**src/rtl/lsu_pkg.sv**
```systemverilog
// Shared constants, state encoding and size/legality helpers for the load/store unit.
package lsu_pkg;

   localparam int LSU_LOAD   = 4;
   localparam int LSU_STORE  = 3;
   localparam int LSU_F3_MSB = 2;
   localparam int LSU_F3_LSB = 0;

   localparam logic [2:0] F3_B  = 3'b000;
   localparam logic [2:0] F3_H  = 3'b001;
   localparam logic [2:0] F3_W  = 3'b010;
   localparam logic [2:0] F3_BU = 3'b100;
   localparam logic [2:0] F3_HU = 3'b101;

   typedef enum logic [1:0] {
      S_IDLE = 2'd0,
      S_ACC0 = 2'd1,
      S_ACC1 = 2'd2,
      S_RESP = 2'd3
   } lsu_state_t;

   function automatic logic [2:0] lsu_size(input logic [2:0] f3);
      case (f3[1:0])
         2'b00:   lsu_size = 3'd1;
         2'b01:   lsu_size = 3'd2;
         default: lsu_size = 3'd4;
      endcase
   endfunction

   function automatic logic [3:0] lsu_mask(input logic [2:0] f3);
      case (f3[1:0])
         2'b00:   lsu_mask = 4'b0001;
         2'b01:   lsu_mask = 4'b0011;
         default: lsu_mask = 4'b1111;
      endcase
   endfunction

   // Only meaningful when exactly one of is_load/is_store is set.
   function automatic logic lsu_legal(input logic [4:0] lsunit);
      logic [2:0] f3;
      f3 = lsunit[LSU_F3_MSB:LSU_F3_LSB];
      if (lsunit[LSU_LOAD] && !lsunit[LSU_STORE])
         lsu_legal = (f3 == F3_B) || (f3 == F3_H) || (f3 == F3_W) ||
                     (f3 == F3_BU) || (f3 == F3_HU);
      else if (lsunit[LSU_STORE] && !lsunit[LSU_LOAD])
         lsu_legal = (f3 == F3_B) || (f3 == F3_H) || (f3 == F3_W);
      else
         lsu_legal = 1'b0;
   endfunction

endpackage

```
**src/rtl/lsu_align.sv**
```systemverilog
// Combinational byte-lane steering for stores and extraction/extension for loads,
// kept free of state so a cached LSU can reuse it.
module lsu_align
   import lsu_pkg::*;
(
   input  logic [1:0]  i_off,
   input  logic [2:0]  i_funct3,
   input  logic [31:0] i_wdata,
   input  logic [31:0] i_rdata0,
   input  logic [31:0] i_rdata1,
   output logic [7:0]  o_be64,
   output logic [63:0] o_wd64,
   output logic [31:0] o_ldata
);

   logic [63:0] w_shift;

   assign o_be64  = {4'b0000, lsu_mask(i_funct3)} << i_off;
   assign o_wd64  = {32'h0, i_wdata} << {i_off, 3'b000};
   assign w_shift = {i_rdata1, i_rdata0} >> {i_off, 3'b000};

   always_comb begin
      o_ldata = w_shift[31:0];
      case (i_funct3)
         F3_B:    o_ldata = {{24{w_shift[7]}}, w_shift[7:0]};
         F3_BU:   o_ldata = {24'h0, w_shift[7:0]};
         F3_H:    o_ldata = {{16{w_shift[15]}}, w_shift[15:0]};
         F3_HU:   o_ldata = {16'h0, w_shift[15:0]};
         default: o_ldata = w_shift[31:0];
      endcase
   end

endmodule

```
**src/rtl/lsu_mem_ctrl.sv**
```systemverilog
// Load/store unit: accepts one decoded access at a time and runs it as one or two
// word beats on a handshaked memory bus, returning a registered response pulse.
module lsu_mem_ctrl
   import lsu_pkg::*;
#(
   parameter bit ALLOW_MISALIGNED = 1'b1
) (
   input  logic        clk,
   input  logic        rst_n,
   input  logic        req_valid,
   output logic        req_ready,
   input  logic [4:0]  lsunit,
   input  logic [31:0] addr,
   input  logic [31:0] wdata,
   output logic        resp_valid,
   output logic [31:0] resp_rdata,
   output logic        resp_err,
   output logic        mem_req,
   output logic        mem_we,
   output logic [31:0] mem_addr,
   output logic [3:0]  mem_be,
   output logic [31:0] mem_wdata,
   input  logic        mem_ack,
   input  logic [31:0] mem_rdata
);

   lsu_state_t  r_state, w_next;
   logic [4:0]  r_lsunit;
   logic [31:0] r_addr, r_wdata, r_rbuf0, r_resp_rdata;
   logic        r_resp_err;

   logic        w_in_noop, w_in_split, w_in_err, w_accept, w_split;
   logic [31:0] w_word0, w_word1, w_rb0, w_rb1, w_ldata;
   logic [7:0]  w_be64;
   logic [63:0] w_wd64;

   assign w_accept   = req_valid && (r_state == S_IDLE);
   assign w_in_noop  = !lsunit[LSU_LOAD] && !lsunit[LSU_STORE];
   assign w_in_split = ({1'b0, addr[1:0]} + lsu_size(lsunit[LSU_F3_MSB:LSU_F3_LSB])) > 3'd4;
   assign w_in_err   = !w_in_noop &&
                       (!lsu_legal(lsunit) || (!ALLOW_MISALIGNED && w_in_split));

   assign w_split = ({1'b0, r_addr[1:0]} + lsu_size(r_lsunit[LSU_F3_MSB:LSU_F3_LSB])) > 3'd4;
   assign w_word0 = {r_addr[31:2], 2'b00};
   assign w_word1 = w_word0 + 32'd4;

   // The final beat's read word is consumed straight off the bus so the response
   // can be registered on the same edge as the ack.
   assign w_rb0 = (r_state == S_ACC0) ? mem_rdata : r_rbuf0;
   assign w_rb1 = (r_state == S_ACC1) ? mem_rdata : 32'h0;

   lsu_align u_align (
      .i_off    (r_addr[1:0]),
      .i_funct3 (r_lsunit[LSU_F3_MSB:LSU_F3_LSB]),
      .i_wdata  (r_wdata),
      .i_rdata0 (w_rb0),
      .i_rdata1 (w_rb1),
      .o_be64   (w_be64),
      .o_wd64   (w_wd64),
      .o_ldata  (w_ldata)
   );

   always_comb begin
      w_next    = r_state;
      req_ready = 1'b0;
      mem_req   = 1'b0;
      mem_we    = 1'b0;
      mem_addr  = 32'h0;
      mem_be    = 4'h0;
      mem_wdata = 32'h0;
      case (r_state)
         S_IDLE: begin
            req_ready = 1'b1;
            if (req_valid)
               w_next = (w_in_err || w_in_noop) ? S_RESP : S_ACC0;
         end
         S_ACC0: begin
            mem_req   = 1'b1;
            mem_we    = r_lsunit[LSU_STORE];
            mem_addr  = w_word0;
            mem_be    = w_be64[3:0];
            mem_wdata = w_wd64[31:0];
            if (mem_ack)
               w_next = w_split ? S_ACC1 : S_RESP;
         end
         S_ACC1: begin
            mem_req   = 1'b1;
            mem_we    = r_lsunit[LSU_STORE];
            mem_addr  = w_word1;
            mem_be    = w_be64[7:4];
            mem_wdata = w_wd64[63:32];
            if (mem_ack)
               w_next = S_RESP;
         end
         default: w_next = S_IDLE;
      endcase
   end

   always_ff @(posedge clk or negedge rst_n) begin
      if (!rst_n)
         r_state <= S_IDLE;
      else
         r_state <= w_next;
   end

   always_ff @(posedge clk or negedge rst_n) begin
      if (!rst_n) begin
         r_lsunit <= 5'h0;
         r_addr   <= 32'h0;
         r_wdata  <= 32'h0;
         r_rbuf0  <= 32'h0;
      end else begin
         if (w_accept) begin
            r_lsunit <= lsunit;
            r_addr   <= addr;
            r_wdata  <= wdata;
         end
         if (r_state == S_ACC0 && mem_ack)
            r_rbuf0 <= mem_rdata;
      end
   end

   // Response registers are loaded only on the edge entering RESP, so they read 0 elsewhere.
   always_ff @(posedge clk or negedge rst_n) begin
      if (!rst_n) begin
         r_resp_rdata <= 32'h0;
         r_resp_err   <= 1'b0;
      end else begin
         r_resp_err   <= w_accept && w_in_err;
         r_resp_rdata <= (w_next == S_RESP && r_state != S_IDLE && r_lsunit[LSU_LOAD])
                         ? w_ldata : 32'h0;
      end
   end

   assign resp_valid = (r_state == S_RESP);
   assign resp_rdata = r_resp_rdata;
   assign resp_err   = r_resp_err;

endmodule

```
**config.mk**
```make
export PLATFORM = sky130hd
export DESIGN_NAME = lsu_mem_ctrl
export DESIGN_NICKNAME = d
export VERILOG_FILES = /design/src/rtl/lsu_pkg.sv /design/src/rtl/lsu_align.sv /design/src/rtl/lsu_mem_ctrl.sv
export SDC_FILE = /design/constraint.sdc
export NUM_CORES = 1
export LEC_CHECK = 0
export CORE_ASPECT_RATIO = 0.8
export CORE_MARGIN = 4
export CORE_UTILIZATION = 46
export DETAILED_ROUTE_END_ITERATION = 8
export GPL_ROUTABILITY_DRIVEN = 0
export GPL_TIMING_DRIVEN = 0
export PLACE_DENSITY = 0.76
export REMOVE_ABC_BUFFERS = 1
export SLEW_MARGIN = 20
export SYNTH_ARGS = -nofsm -noshare
export SYNTH_HDL_FRONTEND = slang
export SYNTH_SLANG_ARGS = --single-unit
```
**constraint.sdc**
```tcl
create_clock -name clk -period 6.9 [get_ports clk]
set_input_delay 1.725 -clock clk [delete_from_list [all_inputs] [get_ports clk]]
set_output_delay 1.725 -clock clk [all_outputs]
set_load 0.005 [all_outputs]
```
# Word level (Yosys, flattened, before mapping)
# Cells that the tools add are included.
# Widths: inputs -> output; s select.
totals:
  word_cells: 69
  inputBits: 105
  out_inout_bits: 105
  reg_bits: 136
op_classes:
  eq_ne: 12
  n_reduce_logical: 24
  mux: 20
  magnitude_cmp: 1
  n_shift: 3
  addsub: 2
ops:
  columns: ["cell", "n"]
  rows:
  - ["$pmux 32 s2", 2]
  - ["$pmux 32 s4", 1]
  - ["$mux 32", 3]
  - ["$shl 32x5->64", 1]
  - ["$shr 64x5->32", 1]
  - ["$add 32x3->32 const B", 1]
  - ["$pmux 4 s2", 2]
  - ["$eq 3x3->1 const B", 4]
  - ["$logic_and 1x1->1", 9]
  - ["$mux 2", 4]
  - ["$shl 4x2->8", 1]
  - ["$eq 2x2->1 const B", 3]
  - ["$eq 3x1->1 const B", 2]
  - ["$logic_not 3->1", 2]
  - ["$mux 1", 6]
  - ["$pmux 2 s3", 1]
  - ["$pmux 3 s2", 1]
  - ["$logic_or 1x1->1", 5]
  - ["$eq 2x1->1 const B", 2]
  - ["$logic_not 1->1", 4]
  - ["$logic_not 2->1", 2]
  - ["$add 2x3->3", 1]
  - ["$eq 3x2->1 const B", 1]
  - ["$gt 3x3->1 const B", 1]
  - ["2 further kinds", 2]

# Depth between registers and ports, before layout
depth:
  ltp_word: 16
  mapped_depth: 12

# Hierarchy
# A second synthesis with hierarchy kept.
hier_totals:
  hier_cells: 905
  hier_area_um2: 9271.4
modules_own_cells:
  columns: ["module", "area_per_inst_um2", "instances", "cells_each", "seq_area_each_um2"]
  rows:
  - ["lsu_mem_ctrl", 7221.9, 1, 663, 3403.3]
  - ["lsu_align", 2049.5, 1, 242, 0.0]

# Worst setup path after synthesis
# No wires, ideal clock.
synth_path:
  kind: "reg-to-output"
  start: "register r_state[1]"
  end: "output mem_wdata[24]"
  setup_slack_ps: 3148
  arrival_time_ps: 2027
  stages_incl_launch_ff: 10
  required_time_ps: 5175
  path_cell_list: "dfrtp_1 > inv_1 > ha_1 > buf_6 > buf_4 > buf_2 > buf_2 > nand2_1 > clkbuf_1 > nor3_1"
synth_between:
  elab_chain_len: 2
synth_lines:
  columns: ["element", "line", "rtl"]
  rows:
  - ["start: declaration", "lsu_mem_ctrl.sv:27", "lsu_state_t r_state, w_next;"]
  - ["start signal: assignment", "lsu_mem_ctrl.sv:103", "r_state <= w_next;"]
  - ["$eq 2x2->1 / $eq 2x1->1 (equally long branches)", "lsu_mem_ctrl.sv:71", "case (r_state)"]
  - ["$pmux 32 s2 (*)", "lsu_mem_ctrl.sv:71", null]
  - ["end: declaration", "lsu_mem_ctrl.sv:22", "output logic [31:0] mem_wdata,"]
# Mark *: on every way between the ends. The rest lies on a longest branch, timed or not.

# Worst setup path in the final report
layout_path:
  start: "register r_addr[1]"
  end: "output mem_wdata[5]"
layout_between:
  elab_chain_len: 2
layout_lines:
  columns: ["element", "line", "rtl"]
  rows:
  - ["start: declaration", "lsu_mem_ctrl.sv:29", "logic [31:0] r_addr, r_wdata, r_rbuf0, r_resp_rdata;"]
  - ["start signal: assignment", "lsu_mem_ctrl.sv:115", "r_addr <= addr;"]
  - ["$shl 32x5->64", "lsu_align.sv:19", "assign o_wd64 = {32'h0, i_wdata} << {i_off, 3'b000};"]
  - ["$pmux 32 s2", "lsu_mem_ctrl.sv:71", null]
# No other way between the ends.

==> metrics.yaml <==
layout_commonest_cell: "clkdlybuf4s50_1"
worstPathArrival_ns: 4.23
worstMarginPinSlew_ns: 1.05
clock_skew_ns: 0.00897
critical_path.top_delay_family: "simple AND/OR/NAND/NOR gates"
synth_edf_count: 0
reg2reg_depth: 8
ios: 210
dpl_worst_slack_ns: 1.39
hold_start: "r_rbuf0[4]$_DFFE_PN0P_"
synth_top_area_frac: 0.408
drv_slew: 0
firstDrtPassIters: 6
min_period_ns: 5.95
ys_seq_area_frac: 0.408
power.density_mw_per_mm2: 476
yosysUniqueCellTypes: 51
layout_common_cells: "206 x clkdlybuf4s50_1, 134 x dfrtp_1, 117 x mux2_2, 70 x mux2i_1, 69 x o21ai_0"
crit_cells: 7
grt_pass1_wl_um: 39100
wl_um: 25300
clk_latency_ns: 0.42
grt_pass1_vias: 7074
cts_buffers: 17
slowest_delay_ns: 0.87
synthTopCellsByArea: "dfrtp_1 41%, mux2_2 16%, mux2i_1 8.4%"
async_reset_ff_frac: 1.00
first_iter_violations: 544
setup_viol: 0
cts_resized: 0
path_max_fanout: 34
rsz0062_at_grt: "false"
diodes: 0
min_to: "r_rbuf0[4]$_DFFE_PN0P_"
placedCellCount: 1208
syn_area_per_cell_um2: 9.98
start_util: 0.475
r2r-start: "r_addr[0]$_DFFE_PN0P_"
crit_required_ns: 5.18
slowest_stage: "nor2_1"
grt_max_degree: 72
max_freq_mhz: 168
post-synth-top-area-cell: "dfrtp_1"
globalRouteTotalUtil: 0.245
outcome: "complete, no violations"
ant_nets: 0
final_nets: 1116
ys.flop_type: "dfrtp_1"
start_kind: "flip-flop"
dpl.hpwl_um: 17100
die_w_um: 159
wire_per_inst_um: 20.4
drive_gt1_frac: 0.172
fin_crit_sh: 0.863
drv_cap: 0
whs_path_depth: 1
ys_warn_count: 0
syn_inst: 835
r2r_setup_slack_ns: 2.47
drc: 0
die_y_um: 128
slew_headroom: 0.300
port_buffers: 207
h-tree-depth: 4
cts_hold_buf: 0
endpoint_kind: "primary output"
area_delta_synth_final_pct: 34.2
layout_setup_ws_ns: 0.949
clkTransAtPathRegs_ns: 0.06
antenna_found_initial: 0
reg2reg_to: "resp_rdata[28]$_DFF_PN0_"
hold_viol_final: 0
via_per_inst: 5.94
gr-total-overflow: 0
syn_area_mm2: 0.00834
irDropWorstVdd_uv: 301
design.core.area_mm2: 0.0175
die-area_mm2: 0.0204
path_cells: "buf_12 > clkinv_2 > nand2_1 > nor2_1 > a22oi_1 > nor2b_1 > clkdlybuf4s50_1"
synth-seq-cells: 136
cts_max_path_buffers: 2
cts-root-buf: "clkbuf_16"
cts_tree: "yes"
vias: 7362
worst-path-buf-inv: 3
critPathKind: "flip-flop to primary output"
final_util: 0.638
leakagePower_nw: 4.50
cts_sinks: 136
fp-row-count: 43
whs_ns: 0.503
postCtsSetupRepairBufs: 0
stdcell_count: 1240
holdCritPathClass: "flip-flop to flip-flop"
## cells in the mapped netlist, types with 6 or more instances
cell and number:
a221o_1 7, a22oi_1 16, ha_1 8, buf_1 12, nand4_1 15, a22o_1 9, nor2_1 54, o221a_2 8
and2_1 15, inv_1 12, nand2_1 59, a21oi_1 34, o22a_1 6, mux2_2 117, nor3_1 9, nand3_1 16
a211oi_1 8, o21a_1 8, dfrtp_1 136, o22ai_1 12, buf_2 12, clkbuf_1 36, a31oi_1 15, mux2i_1 70
nor2b_1 21, a21boi_0 8, o21ai_0 69
## logic make-up (layout without fill, tap and decap cells)
kind of cell / Yosys count / after routing / share of synthesized area
compound gates: 216 / 216 / 0.170
xor+xnor: 2 / 2 / 0.00210
fa+ha+maj: 9 / 9 / 0.0144
buf+inv: 79 / 258 / 0.0405
flops: 136 / 136 / 0.408
mux: 188 / 188 / 0.245
other cells: 1 / 2 / 0.000450
simple gates: 204 / 204 / 0.119
## metal layers
metal  global-route usage  vias to the layer above  share of wire
met5                    0                        -              0
li1                     -                     3410              -
met1                0.355                     3580           0.45
met4               0.0868                        0          0.028
met2                0.366                      326           0.45
met3               0.0518                       46          0.072
## metrics by stage
stage,setup TNS (ns),power [mW],cell area [um2]
2_1_floorplan,0,3.28,8060
3_3_place_gp,-256.85,4.32,10400
3_5_place_dp,0,4.35,10600
4_1_cts,0,5.32,11200
5_1_grt,0,5.68,11200
6_report,0,5.33,11200
## area by class of cell
cell class,instances,area [um2]
clock buffer,21,460
clock inverter,11,146
fill,1427,6350
inverter,14,53.8
multi-input combinational,621,4630
sequential,136,3410
tap,225,282
timing repair buffer,212,2210
## sequential cells by signal, summed over array words and instances (netlist names)
register,count
r_wdata,32
r_rbuf0,32
r_addr,32
r_state,2
resp_rdata,32
r_lsunit,5
resp_err,1
## how the worst max path moves through the flow
stage / from / to / slack, ns
after detailed placement: r_addr[1]$_DFFE_PN0P_ / mem_wdata[5] / 1.39
after global placement: r_addr[0]$_DFFE_PN0P_ / mem_wdata[18] / -2.12
final: r_addr[1]$_DFFE_PN0P_ / mem_wdata[5] / 0.95
after floorplan: r_addr[0]$_DFFE_PN0P_ / mem_wdata[17] / 0.56
after CTS: r_addr[1]$_DFFE_PN0P_ / mem_wdata[5] / 0.93
after global routing: r_addr[1]$_DFFE_PN0P_ / mem_wdata[5] / 0.71
## power by group
| part | switching, mW | leakage (nW) | total (mW) | internal (mW) |
|---|---|---|---|---|
| logic | 1.36 | 2.53 | 2.83 | 1.47 |
| registers | 0.422 | 1.67 | 1.55 | 1.13 |
| clock network | 0.360 | 0.293 | 0.948 | 0.588 |
Power figures use the tool's default switching activity.
